==> config.mk <==
export PLATFORM = sky130hd
export DESIGN_NAME = common_dffram_fifo_1w2r
export DESIGN_NICKNAME = d
export VERILOG_FILES = /design/src/rtl/common_dffram_fifo_1w2r.sv
export SDC_FILE = /design/constraint.sdc
export NUM_CORES = 1
export LEC_CHECK = 0
export CAP_MARGIN = 20
export CORE_AREA = 3 3 83 85
export DETAILED_ROUTE_END_ITERATION = 6
export DIE_AREA = 0 0 86 88
export GPL_TIMING_DRIVEN = 1
export PLACE_DENSITY = 0.76
export REMOVE_ABC_BUFFERS = 1
export SLEW_MARGIN = 20
export SYNTH_ARGS = -nofsm -noshare
export SYNTH_HDL_FRONTEND = slang
export SYNTH_SLANG_ARGS = --single-unit
==> constraint.sdc <==
create_clock -name clk -period 4.39 [get_ports clk]
set_clock_uncertainty 0.1 [all_clocks]
set_input_delay 0.878 -clock clk [delete_from_list [all_inputs] [get_ports clk]]
set_output_delay 0.878 -clock clk [all_outputs]
set_load 0.02 [all_outputs]
==> src/rtl/common_dffram_fifo_1w2r.sv <==
// common_dffram_fifo_1w2r: FIFO controller for an external 1W2R DFF RAM, presenting head and head+1 with 0/1/2 pops per cycle.
// Optional same-cycle bypass of an enqueue into an empty FIFO: COMMON_DFFRAM_FIFO_1W2R_BYPASS_EN.
module common_dffram_fifo_1w2r #(
  parameter int DATA_WIDTH = 32,
  parameter int DEPTH = 8,
  localparam int ADDR_WIDTH = $clog2(DEPTH)
) (
  input  logic                  clk,
  input  logic                  reset,
  input  logic                  flush,
  input  logic                  enq_valid,
  output logic                  enq_ready,
  input  logic [DATA_WIDTH-1:0] enq_data,
  output logic                  deq0_valid,
  output logic [DATA_WIDTH-1:0] deq0_data,
  output logic                  deq1_valid,
  output logic [DATA_WIDTH-1:0] deq1_data,
  input  logic                  deq_pop0,
  input  logic                  deq_pop1,
  output logic [ADDR_WIDTH:0]   level,
  output logic [ADDR_WIDTH-1:0] ram_addra,
  output logic                  ram_ena,
  output logic                  ram_wea,
  output logic [DATA_WIDTH-1:0] ram_dina,
  output logic [ADDR_WIDTH-1:0] ram_addrb,
  input  logic [DATA_WIDTH-1:0] ram_doutb,
  output logic [ADDR_WIDTH-1:0] ram_addrc,
  input  logic [DATA_WIDTH-1:0] ram_doutc
);
  localparam int PW = ADDR_WIDTH + 1;
  logic [PW-1:0] wr_ptr, rd_ptr, count, wr_inc, rd_inc;
  logic enq_fire, p0, p1, has0, has1, byp_pop;
  assign has0 = count != '0;
  assign has1 = count > PW'(1);
  assign enq_ready = (count != PW'(DEPTH)) & !reset;
`ifdef COMMON_DFFRAM_FIFO_1W2R_BYPASS_EN
  logic byp;
  // An enqueue into an empty FIFO is visible at once; if consumed, the RAM never sees it.
  assign byp = !has0 & enq_valid & !flush & !reset;
  assign byp_pop = byp & deq_pop0;
  assign deq0_valid = has0 | byp;
  assign deq0_data = byp ? enq_data : ram_doutb;
`else
  assign byp_pop = 1'b0;
  assign deq0_valid = has0;
  assign deq0_data = ram_doutb;
`endif
  assign deq1_valid = has1;
  assign deq1_data = ram_doutc;
  assign enq_fire = enq_valid & enq_ready & !flush & !byp_pop;
  assign p0 = deq_pop0 & has0;
  assign p1 = p0 & deq_pop1 & has1;
  assign wr_inc = PW'(enq_fire);
  assign rd_inc = PW'(p0) + PW'(p1);
  assign level = count;
  assign ram_ena = enq_fire;
  assign ram_wea = enq_fire;
  assign ram_addra = wr_ptr[ADDR_WIDTH-1:0];
  assign ram_dina = enq_data;
  assign ram_addrb = rd_ptr[ADDR_WIDTH-1:0];
  assign ram_addrc = rd_ptr[ADDR_WIDTH-1:0] + ADDR_WIDTH'(1);
  always_ff @(posedge clk) begin
    if (reset | flush) begin
      wr_ptr <= '0;
      rd_ptr <= '0;
      count <= '0;
    end else begin
      wr_ptr <= wr_ptr + wr_inc;
      rd_ptr <= rd_ptr + rd_inc;
      count <= count + wr_inc - rd_inc;
    end
  end
endmodule

## Word-level counts from Yosys, hierarchy flattened

Cells that the tools add are included.

- Order comparisons: 1
- Reductions and logical operators: 3
- Bitwise operators: 7
- Add/subtract/negate cells: 6
- Equality and inequality tests: 1

Operator list:

| operator | number |
|---|---|
| $add A4 B1 Y4 | 2 |
| $and A1 B1 Y1 | 6 |
| $add A4 B2 Y4 | 1 |
| $gt A4 B1 Y1 const B | 1 |
| $ne A4 B4 Y1 const B | 1 |
| $reduce_bool A4 Y1 | 1 |
| $sub A4 B2 Y4 | 1 |
| $add A3 B1 Y3 const B | 1 |
| $add A1 B1 Y2 | 1 |
| $logic_not A1 Y1 | 2 |
| $or A1 B1 Y1 | 1 |

- Register bits: 12
- Input port bits: 102
- Logic and storage cells: 21
- Output and inout bits: 114

## Logic depth before layout (Yosys ltp)

Gate-level depths: netlist of the first run.

- Depth after elaboration: 6
- Depth in mapped cells: 12
- Depth with buffers taken out: 12

## Least setup slack after synthesis of the first run

No wires, ideal clock.

- Kind: reg2reg
- Start point: reg count[2], in the netlist level[2]
- End point: reg count[2], in the netlist level[2]
- Buffers on the path: 0
- Required time: 4.212 ns
- Setup time: 0.078 ns
- Period minus slack after synthesis: 2.807 ns
- Data arrival time: 2.629 ns
- Cell stages (with the launch flop): 13
- Slack: 1.583 ns
- Path through: dfxtp_1 -> inv_1 -> ha_1 -> nand2b_4 -> or2_1 -> and2_1 -> ha_1 -> ha_1 -> inv_1 -> ha_1 -> fa_1 -> xnor2_1 -> nor3_1

- Elaborated cells on any way between the ends: 12
- Those cells by class: add/sub (3); order compare (1); eq/ne (1); bitwise (6); reduce/logical (1)

RTL lines:

| element | line | RTL |
|---|---|---|
| start: declaration | 31 | `logic [PW-1:0] wr_ptr, rd_ptr, count, wr_inc, rd_inc;` |
| start signal: assignment | 70 | `count <= count + wr_inc - rd_inc;` |
| $gt A4 B1 Y1 | 34 | `assign has1 = count > PW'(1);` |
| named net deq1_valid | 16 | `output logic deq1_valid,` |
| $and A1 B1 Y1 | 52 | `assign p1 = p0 & deq_pop1 & has1;` |
| $add A1 B1 Y2 | 54 | `assign rd_inc = PW'(p0) + PW'(p1);` |
| $sub A4 B2 Y4 | 70 |  |

The timed path passes the listed nets, and every way through them passes these cells.
A chain may end at the register's enable or synchronous reset.

## Final worst setup path of the first run

- Start point: in reset
- End point: out ram_ena

- Longest elaborated chain between the ends: 4

Ends and longest elaborated chain:

| element | line | RTL |
|---|---|---|
| start: declaration | 9 | `input logic reset,` |
| $logic_not A1 Y1 | 35 | `assign enq_ready = (count != PW'(DEPTH)) & !reset;` |
| $and A1 B1 Y1 | 35 |  |
| $and A1 B1 Y1 (2 in series) | 50 | `assign enq_fire = enq_valid & enq_ready & !flush & !byp_pop;` |
| end: declaration | 22 | `output logic ram_ena,` |

Every way passes these cells.

==> results.sh, run 1 <==
export IMPL_grt_max_degree=9
export IMPL_grt_pass1_wl_um=12400
export IMPL_critPathSlowestCell="clkdlybuf4s50_1"
export IMPL_outcome="finished, final reports clean"
export IMPL_n_fill_cell=704
export IMPL_avgSynthCellArea_um2=8.52
export IMPL_final_cell_mix="clkdlybuf4s50_1 (23), ha_1 (12), dfxtp_1 (10)"
export IMPL_grt_overflow_total=0
export IMPL_start_util_pct=21.0
export IMPL_dr_pass1_iters=3
export IMPL_cp_arrival_ns=2.43
export IMPL_worstSetupStartpointType="input pin"
export IMPL_fin_crit_sh_pct=77.7
export IMPL_antenna_found_initial=0
export IMPL_port_buffers=23
export IMPL_setup_violations=0
export IMPL_cts_setup_buffers=0
export IMPL_yosysUniqueCellTypes=19
export IMPL_area_delta_synth_final_pct=-25.7
export IMPL_min_path_cells=2
export IMPL_drt_iter0_drc=46
export IMPL_rsz0062_at_grt="no"
export IMPL_die_y_um=88
export IMPL_cp_max_fo=6
export IMPL_endpoint_kind="output pin"
export IMPL_ant_nets=0
export IMPL_syn_instance_count=155
export IMPL_yosysSeqAreaShare_pct=15.2
export IMPL_p_leak_nw=0.414
export IMPL_coreArea_mm2=0.00628
export IMPL_viasPerCell=4.77
export IMPL_num_io_pins=216
export IMPL_std_cell_rows=29
export IMPL_period_minus_slack_ns=3.41
export IMPL_num_vias=778
export IMPL_powerDensity_mw_per_mm2=548
export IMPL_synth_top_area_cell="buf_4"
export IMPL_drive_gt1_share_pct=6.98
export IMPL_min_path_type="reg2reg"
export IMPL_path_common_cell="clkdlybuf4s50_1"
export IMPL_fmax_ghz=0.293
export IMPL_fin_tns_setup_ns=0
export IMPL_max_stage_delay_ns=0.63
export IMPL_ctsHoldBuffers=0
export IMPL_globalplace_congestion=1.08
export IMPL_placedInstanceArea_um2=927
export IMPL_critPathKind="in2out"
export IMPL_grt_pass1_vias=736
export IMPL_synth_top_area_share_pct=55.1
export IMPL_reg2reg_depth=12
export IMPL_post_synth_main_area_contributors="buf_4 (55%), dfxtp_1 (15%), ha_1 (11%)"
export IMPL_hpwlAfterDp_um=10600
export IMPL_clockRootBuffer="clkbuf_8"
export IMPL_antenna_cells=0
export IMPL_synth_seq_cells=10
export IMPL_critical_path_cell_chain="clkdlybuf4s50_1 > nor2_1 > and3_1 > clkdlybuf4s50_1"
export IMPL_cts_max_level=1
export IMPL_route_detailed_drc=0
export IMPL_syn_area_mm2=0.00132
export IMPL_ctsResizeCount=0
export IMPL_wl_um=11000
export IMPL_dieWidth_um=86
export IMPL_peakVddDrop_mv=0.247
export IMPL_cp_required_ns=3.41
export IMPL_cts_sinks=10
export IMPL_drv_cap=0
export IMPL_ys_warn_count=0
export IMPL_clkLatencyLatePin_ns=0.24
export IMPL_wl_per_cell_um=67.3
export IMPL_path_clk_slew_ns=0.05
export IMPL_stdcell_area_um2=982
export IMPL_cts_buffer_depth=2
export IMPL_final_common_cell="clkdlybuf4s50_1"
export IMPL_final_net_count=203
export IMPL_relSlewSlack_pct=83.0
export IMPL_dp_cells=159
export IMPL_cts_tree="done"
export IMPL_fin_cells=163
export IMPL_hold_violations=0
export IMPL_worst_pin_slew_ns=0.255
export IMPL_cts_buffers=3
export IMPL_maxSlewViolCount=0
export IMPL_fp_dieArea_mm2=0.00757
export IMPL_grt_usage_pct=28.0
## synthesized netlist by cell type
master / number
mux2i_1: 1
fa_1: 2
nor3_1: 3
nand3_1: 1
or2_1: 1
a21o_1: 1
dfxtp_1: 10
a21oi_1: 2
and3_1: 2
xor2_1: 1
ha_1: 12
nor2_1: 2
buf_4: 97
xnor2_1: 3
and2_1: 7
nand2_1: 2
nand2b_4: 1
or3_1: 1
inv_1: 6
## power breakdown
group,internal [mW],leakage (nW),switching (mW)
sequential,0.106,0.0810,0.0131
combinational,0.149,0.305,0.150
clock,0.0793,0.0288,0.0423
## per-stage QoR
step / power, mW / utilization (%) / hold slack (ns) / setup WS, ns
floorplan: 0.306 / - / 0.494 / 1.58
global placement: 0.411 / 14.8 / 0.434 / 0.993
detailed placement: 0.417 / 14.8 / 0.433 / 0.996
CTS: 0.541 / 15.6 / 0.448 / 0.984
global route: 0.576 / 15.6 / 0.495 / 0.932
finish: 0.539 / 15.6 / 0.446 / 0.979
## critical path: cells and delay by family
kind / cells / cell delay (ns)
AND/OR/NAND/NOR: 2 / 0.43
buffers and inverters: 2 / 1.13
## cell families after synthesis
group | after synthesis | share of synthesized area, %
AOI/OAI and AO/OA | 3 | 1.33
adders and majority gates | 14 | 14.4
xor gates and xnor gates | 4 | 2.65
and+or+nand+nor | 20 | 8.90
DFF | 10 | 15.2
buffers and inverters | 103 | 56.8
muxes | 1 | 0.758
## sequential cells by signal, indices dropped and copies added, names as in the netlist
register and flops:
level 4, rd_ptr 3, wr_ptr 3
## per-layer routing
metal  share of wire [%]  routed length (um)  GRT usage [%]
met5                   0                   0           1.95
met3                  24                2620           32.4
met2                  59                6500           58.5
met1                  10                1110           8.00
met4                 6.6                 727           15.8
## layout make-up
| class | count | area [um2] | share of cell area (%) |
|---|---|---|---|
| repair buffers | 24 | 238 | 24.2 |
| clock buffers | 4 | 55.1 | 5.61 |
| multi-input cells | 42 | 370 | 37.7 |
| inverters | 6 | 22.5 | 2.29 |
| well taps | 77 | 96.3 | 9.81 |
| flip-flops and latches | 10 | 200 | 20.4 |
## path summary, 6_finish.rpt
| check | startpoint | endpoint | slack (ns) |
|---|---|---|---|
| setup / recovery | reset | ram_ena | 0.98 |
| hold / removal | wr_ptr[2] | wr_ptr[2] | 0.45 |
| setup reg to reg | level[2] | level[2] | 1.64 |
| hold reg to reg | wr_ptr[2] | wr_ptr[2] | 0.45 |
Power figures use the tool's default switching activity.
==> run 2: changes to the inputs <==
CORE_AREA = unset   (was 3 3 83 85)
CORE_MARGIN = 3   (was unset)
CORE_UTILIZATION = 20   (was unset)
DIE_AREA = unset   (was 0 0 86 88)
clock period = 2.8 ns   (was 4.39 ns; I/O delays follow)
==> results.sh, run 2 (synthesis results as in run 1) <==
export IMPL_cts_sinks=10
export IMPL_final_common_cell="clkdlybuf4s50_1"
export IMPL_critPathKind="in2out"
export IMPL_period_minus_slack_ns=2.68
export IMPL_swShare_pct=37.9
export IMPL_maxSlewViolCount=0
export IMPL_powerDensity_mw_per_mm2=854
export IMPL_wl_met2_um=6560
export IMPL_coreArea_mm2=0.00617
export IMPL_ctsHoldBuffers=0
export IMPL_endpoint_kind="output pin"
export IMPL_reg2reg_depth=12
export IMPL_worstSetupStartpointType="input pin"
export IMPL_worst_slack_ns=0.120
export IMPL_timing_rr_end="level[2]"
export IMPL_cp_arrival_ns=2.02
export IMPL_fp_dieArea_mm2=0.00762
export IMPL_p_int_mw=0.540
export IMPL_dp_cells=160
export IMPL_wl_met3_um=3100
export IMPL_area_delta_synth_final_pct=-22.8
export IMPL_dr_pass1_iters=4
export IMPL_wl_um=11000
export IMPL_cts_setup_buffers=0
export IMPL_final_cell_mix="clkdlybuf4s50_1 (23), ha_1 (11), dfxtp_1 (10)"
export IMPL_grt_pass1_wl_um=12300
export IMPL_drive_gt1_share_pct=14.6
export IMPL_start_util_pct=21.4
export IMPL_viasPerCell=4.75
export IMPL_worstSetupEndpoint="ram_ena"
export IMPL_num_io_pins=216
export IMPL_fin_util_pct=16.5
export IMPL_drv_cap=0
export IMPL_stdcell_area_mm2=0.00102
export IMPL_clockRootBuffer="clkbuf_8"
export IMPL_final_net_count=206
export IMPL_cts_buffers=3
export IMPL_fmax_ghz=0.373
export IMPL_cts_buffer_depth=2
export IMPL_ant_nets=0
export IMPL_setup_violations=0
export IMPL_cp_required_ns=2.14
export IMPL_port_buffers=23
export IMPL_p_leak_nw=0.429
export IMPL_rsz0062_at_grt="no"
export IMPL_max_stage_delay_ns=0.62
export IMPL_drt_iter0_drc=30
export IMPL_peakVddDrop_mv=0.464
export IMPL_die_y_um=87.3
export IMPL_p_clk_share_pct=21.2
export IMPL_route_detailed_drc=0
export IMPL_worst_pin_slew_ns=0.247
export IMPL_hold_violations=0
export IMPL_fin_crit_sh_pct=95.7
export IMPL_critical_path_cell_chain="clkdlybuf4s50_1 > nor2_2 > and3_1 > clkdlybuf4s50_1"
export IMPL_top_layer="met4"
export IMPL_met1_length_um=858
export IMPL_grt_usage_pct=27.9
export IMPL_relSlewSlack_pct=83.5
export IMPL_total_power_mw=0.871
export IMPL_dieWidth_um=87.3
export IMPL_clkLatencyLatePin_ns=0.23
export IMPL_placedInstanceArea_um2=947
export IMPL_min_path_type="reg2reg"
export IMPL_antenna_cells=0
export IMPL_critPathSlowestCell="clkdlybuf4s50_1"
export IMPL_grt_max_degree=7
export IMPL_power_switching_mw=0.330
export IMPL_cts_tree="done"
export IMPL_hpwlAfterDp_um=10700
export IMPL_globalplace_congestion=1.12
export IMPL_startpoint="reset"
export IMPL_outcome="finished, final reports clean"
export IMPL_r2r_slack_ns=0.18
export IMPL_num_vias=779
export IMPL_rr_startpoint="level[2]"
export IMPL_largest_register_ffs=4
export IMPL_antenna_found_initial=0
export IMPL_cp_max_fo=4
export IMPL_std_cell_rows=28
export IMPL_cts_max_level=1
export IMPL_wl_per_cell_um=67.4
export IMPL_p_comb_share_pct=57.4
export IMPL_grt_overflow_total=0
export IMPL_dp_slack_ns=0.00333
export IMPL_pwr_share_seq_pct=21.5
export IMPL_path_common_cell="clkdlybuf4s50_1"
export IMPL_fin_cells=164
export IMPL_path_clk_slew_ns=0.05
export IMPL_grt_pass1_vias=700
[run 2: critical path, delay by kind of cell]
family	cells	cell delay, ns
simple gates	2	0.41
buf+inv	2	1.05
[run 2: cell type report]
class | count | area [um2]
Fill cell | 694 | 5150
Multi-Input combinational cell | 42 | 388
Timing Repair Buffer | 27 | 260
Sequential cell | 10 | 200
Tap cell | 75 | 93.8
Clock buffer | 4 | 55.1
Inverter | 6 | 22.5
[run 2: worst min-delay path by stage]
stage | to | depth (start not counted) | slack (ns) | from
after global routing | wr_ptr[2] | 2 | 0.45 | wr_ptr[2]
after detailed placement | wr_ptr[2] | 2 | 0.42 | wr_ptr[2]
after floorplan | wr_ptr[2] | 2 | 0.49 | wr_ptr[2]
after global placement | wr_ptr[2] | 2 | 0.42 | wr_ptr[2]
after CTS | wr_ptr[2] | 2 | 0.44 | wr_ptr[2]
final | wr_ptr[2] | 2 | 0.43 | wr_ptr[2]
[run 2: repair_timing]
item,in CTS,in global routing
hold endpoints to repair,0,0
gates resized for setup,0,5
setup endpoints to repair,0,4
[run 2: per-stage QoR]
| stage | hold slack [ns] | TNS (ns) |
|---|---|---|
| 3_3_place_gp | 0.424 | 0 |
| 3_5_place_dp | 0.422 | 0 |
| 2_1_floorplan | 0.494 | -0.00700 |
| 4_1_cts | 0.438 | 0 |
| 6_report | 0.434 | 0 |
| 5_1_grt | 0.454 | 0 |
[run 2: per-layer routing]
metal | up-vias | GRT usage, %
met5 | - | 0
met4 | 0 | 11.4
met3 | 24 | 38.6
met2 | 215 | 57.5
met1 | 288 | 5.92
li1 | 252 | -
[run 2: power groups by stage]
stage | Combinational (mW) | Clock, mW | Sequential, mW
2_1_floorplan | 0.269 | 0 | 0.212
3_3_place_gp | 0.459 | 0 | 0.189
3_5_place_dp | 0.474 | 0 | 0.188
4_1_cts | 0.476 | 0.193 | 0.186
5_1_grt | 0.546 | 0.201 | 0.191
6_report | 0.499 | 0.184 | 0.187
==> run 3: changes to the inputs <==
CTS_BUF_LIST = sky130_fd_sc_hd__clkbuf_16   (was unset)
clock period = 2.3 ns   (was 2.8 ns; I/O delays follow)
==> results.sh, run 3 (synthesis results as in run 1) <==
export IMPL_wl_per_cell_um=63.1
export IMPL_globalplace_congestion=1.12
export IMPL_path_depth=12
export IMPL_grt_usage_pct=29.2
export IMPL_maxSlewViolCount=0
export IMPL_cts_max_level=1
export IMPL_relSlewSlack_pct=84.6
export IMPL_clockRootBuffer="clkbuf_16"
export IMPL_critPathKind="reg2reg"
export IMPL_reg2reg_depth=12
export IMPL_hpwlAfterDp_um=10900
export IMPL_grt_overflow_total=0
export IMPL_antenna_cells=0
export IMPL_path_clk_slew_ns=0.04
export IMPL_dr_pass1_iters=4
export IMPL_p_leak_nw=0.525
export IMPL_start_util_pct=21.4
export IMPL_worstSetupStartpointType="flip-flop"
export IMPL_port_buffers=23
export IMPL_route_detailed_drc=0
export IMPL_timing_hold_ws_ns=0.438
export IMPL_cts_sinks=10
export IMPL_fp_dieArea_mm2=0.00762
export IMPL_fmax_ghz=0.413
export IMPL_viasPerCell=4.80
export IMPL_drt_iter0_drc=41
export IMPL_critical_path_top_delay_family="adder cells"
export IMPL_coreArea_mm2=0.00617
export IMPL_peakVddDrop_mv=0.815
export IMPL_ctsHoldBuffers=0
export IMPL_drv_cap=0
export IMPL_cp_max_fo=2
export IMPL_area_delta_synth_final_pct=-3.50
export IMPL_setup_violations=4
export IMPL_dieWidth_um=87.3
export IMPL_num_vias=869
export IMPL_worst_pin_slew_ns=0.230
export IMPL_min_path_type="reg2reg"
export IMPL_endpoint_kind="flip-flop"
export IMPL_powerDensity_mw_per_mm2=1160
export IMPL_period_minus_slack_ns=2.42
export IMPL_violations="setup timing"
export IMPL_cp_arrival_ns=2.47
export IMPL_final_net_count=223
export IMPL_num_io_pins=216
export IMPL_cts_buffer_depth=2
export IMPL_ant_nets=0
export IMPL_cts_tree="done"
export IMPL_std_cell_rows=28
export IMPL_dp_slack_ns=-0.410
export IMPL_largest_register_ffs=4
export IMPL_grt_pass1_vias=850
export IMPL_outcome="finished, violations left"
export IMPL_cp_required_ns=2.35
export IMPL_rsz0062_at_grt="yes"
export IMPL_critical_path_cell_chain="inv_2 > ha_4 > nand2b_4 > or2_1 > and2_4 > ha_4 > ha_4 > inv_4 > ha_4 > fa_2 > xnor2_1 > nor3_1"
export IMPL_path_common_cell="ha_4"
export IMPL_critPathSlowestCell="fa_2"
export IMPL_clkLatencyLatePin_ns=0.24
export IMPL_min_path_cells=2
export IMPL_worstPathBufferInverterCount=2
export IMPL_die_y_um=87.3
export IMPL_wl_um=11400
export IMPL_grt_pass1_wl_um=13200
export IMPL_hold_violations=0
export IMPL_cts_buffers=3
export IMPL_antenna_found_initial=0
export IMPL_max_stage_delay_ns=0.35
export IMPL_worst_slack_ns=-0.121
export IMPL_fin_crit_sh_pct=105
export IMPL_drive_gt1_share_pct=46.2
export IMPL_grt_max_degree=7
export IMPL_final_cell_mix="clkdlybuf4s50_1 (20), buf_4 (20), dfxtp_1 (8)"
-- run 3: changes by cell type in the layout (fill, tap and decap cells not counted), moves of 2 or more --
cell / previous run / this run
clkbuf_8: 4 / 0
clkbuf_16: 0 / 3
ha_4: 1 / 7
buf_4: 4 / 20
inv_1: 5 / 1
clkdlybuf4s50_1: 23 / 20
ha_1: 11 / 5
dfxtp_1: 10 / 8
inv_2: 1 / 4
buf_2: 0 / 2
dfxtp_2: 0 / 2
-- run 3: worst paths after layout --
path               endpoint       from  slack [ns]
hold / removal    wr_ptr[2]  wr_ptr[2]        0.44
setup reg to reg   level[2]   level[3]       -0.12
setup / recovery   level[2]   level[3]       -0.12
hold reg to reg   wr_ptr[2]  wr_ptr[2]        0.44
-- run 3: worst register-to-register path, delay by kind of cell (launching register included) --
family                     cells  cell delay, ns
xor gates and xnor gates       1            0.13
adders and majority gates      5            1.14
buffers and inverters          2            0.10
DFF                            1            0.32
and+or+nand+nor                4            0.55
-- run 3: per-layer routing --
| layer | vias up | global-route usage, % | routed length [um] |
|---|---|---|---|
| met5 | - | 6.99 | 75 |
| met4 | 2 | 16.2 | 807 |
| met3 | 32 | 37.0 | 2950 |
| met2 | 201 | 58.7 | 6570 |
| met1 | 346 | 7.32 | 1010 |
| li1 | 288 | - | - |
-- run 3: cell type report --
| type | count | area, um2 |
|---|---|---|
| flip-flops and latches | 10 | 203 |
| clock buffers | 3 | 75.1 |
| repair buffers | 44 | 380 |
| fillers | 689 | 4890 |
| inverters | 6 | 25.0 |
| clock inverters | 1 | 3.75 |
| well taps | 75 | 93.8 |
| multi-input cells | 42 | 494 |
-- run 3: what timing repair did --
item	CTS	global route
setup buffers	3	1
endpoints found under the setup margin	8	7
pin swaps	12	8
resized for setup	28	9
-- run 3: through the flow --
step / setup TNS (ns) / utilization, % / total power [mW] / std cells / cell area, um2
2_1_floorplan: -1.96 / - / 0.585 / 58 / 593
3_3_place_gp: -1.90 / 16.9 / 0.916 / 173 / 1040
3_5_place_dp: -2.29 / 16.9 / 0.938 / 173 / 1040
4_1_cts: -0.378 / 20.3 / 1.41 / 180 / 1250
5_1_grt: -0.698 / 20.7 / 1.57 / 181 / 1270
6_report: -0.358 / 20.7 / 1.47 / 181 / 1270
-- run 3: power by group --
part | internal (mW) | total [mW] | switching, mW
clock network | 0.228 | 0.313 | 0.0845
logic | 0.522 | 0.936 | 0.415
registers | 0.204 | 0.224 | 0.0199
total | 0.954 | 1.47 | 0.519
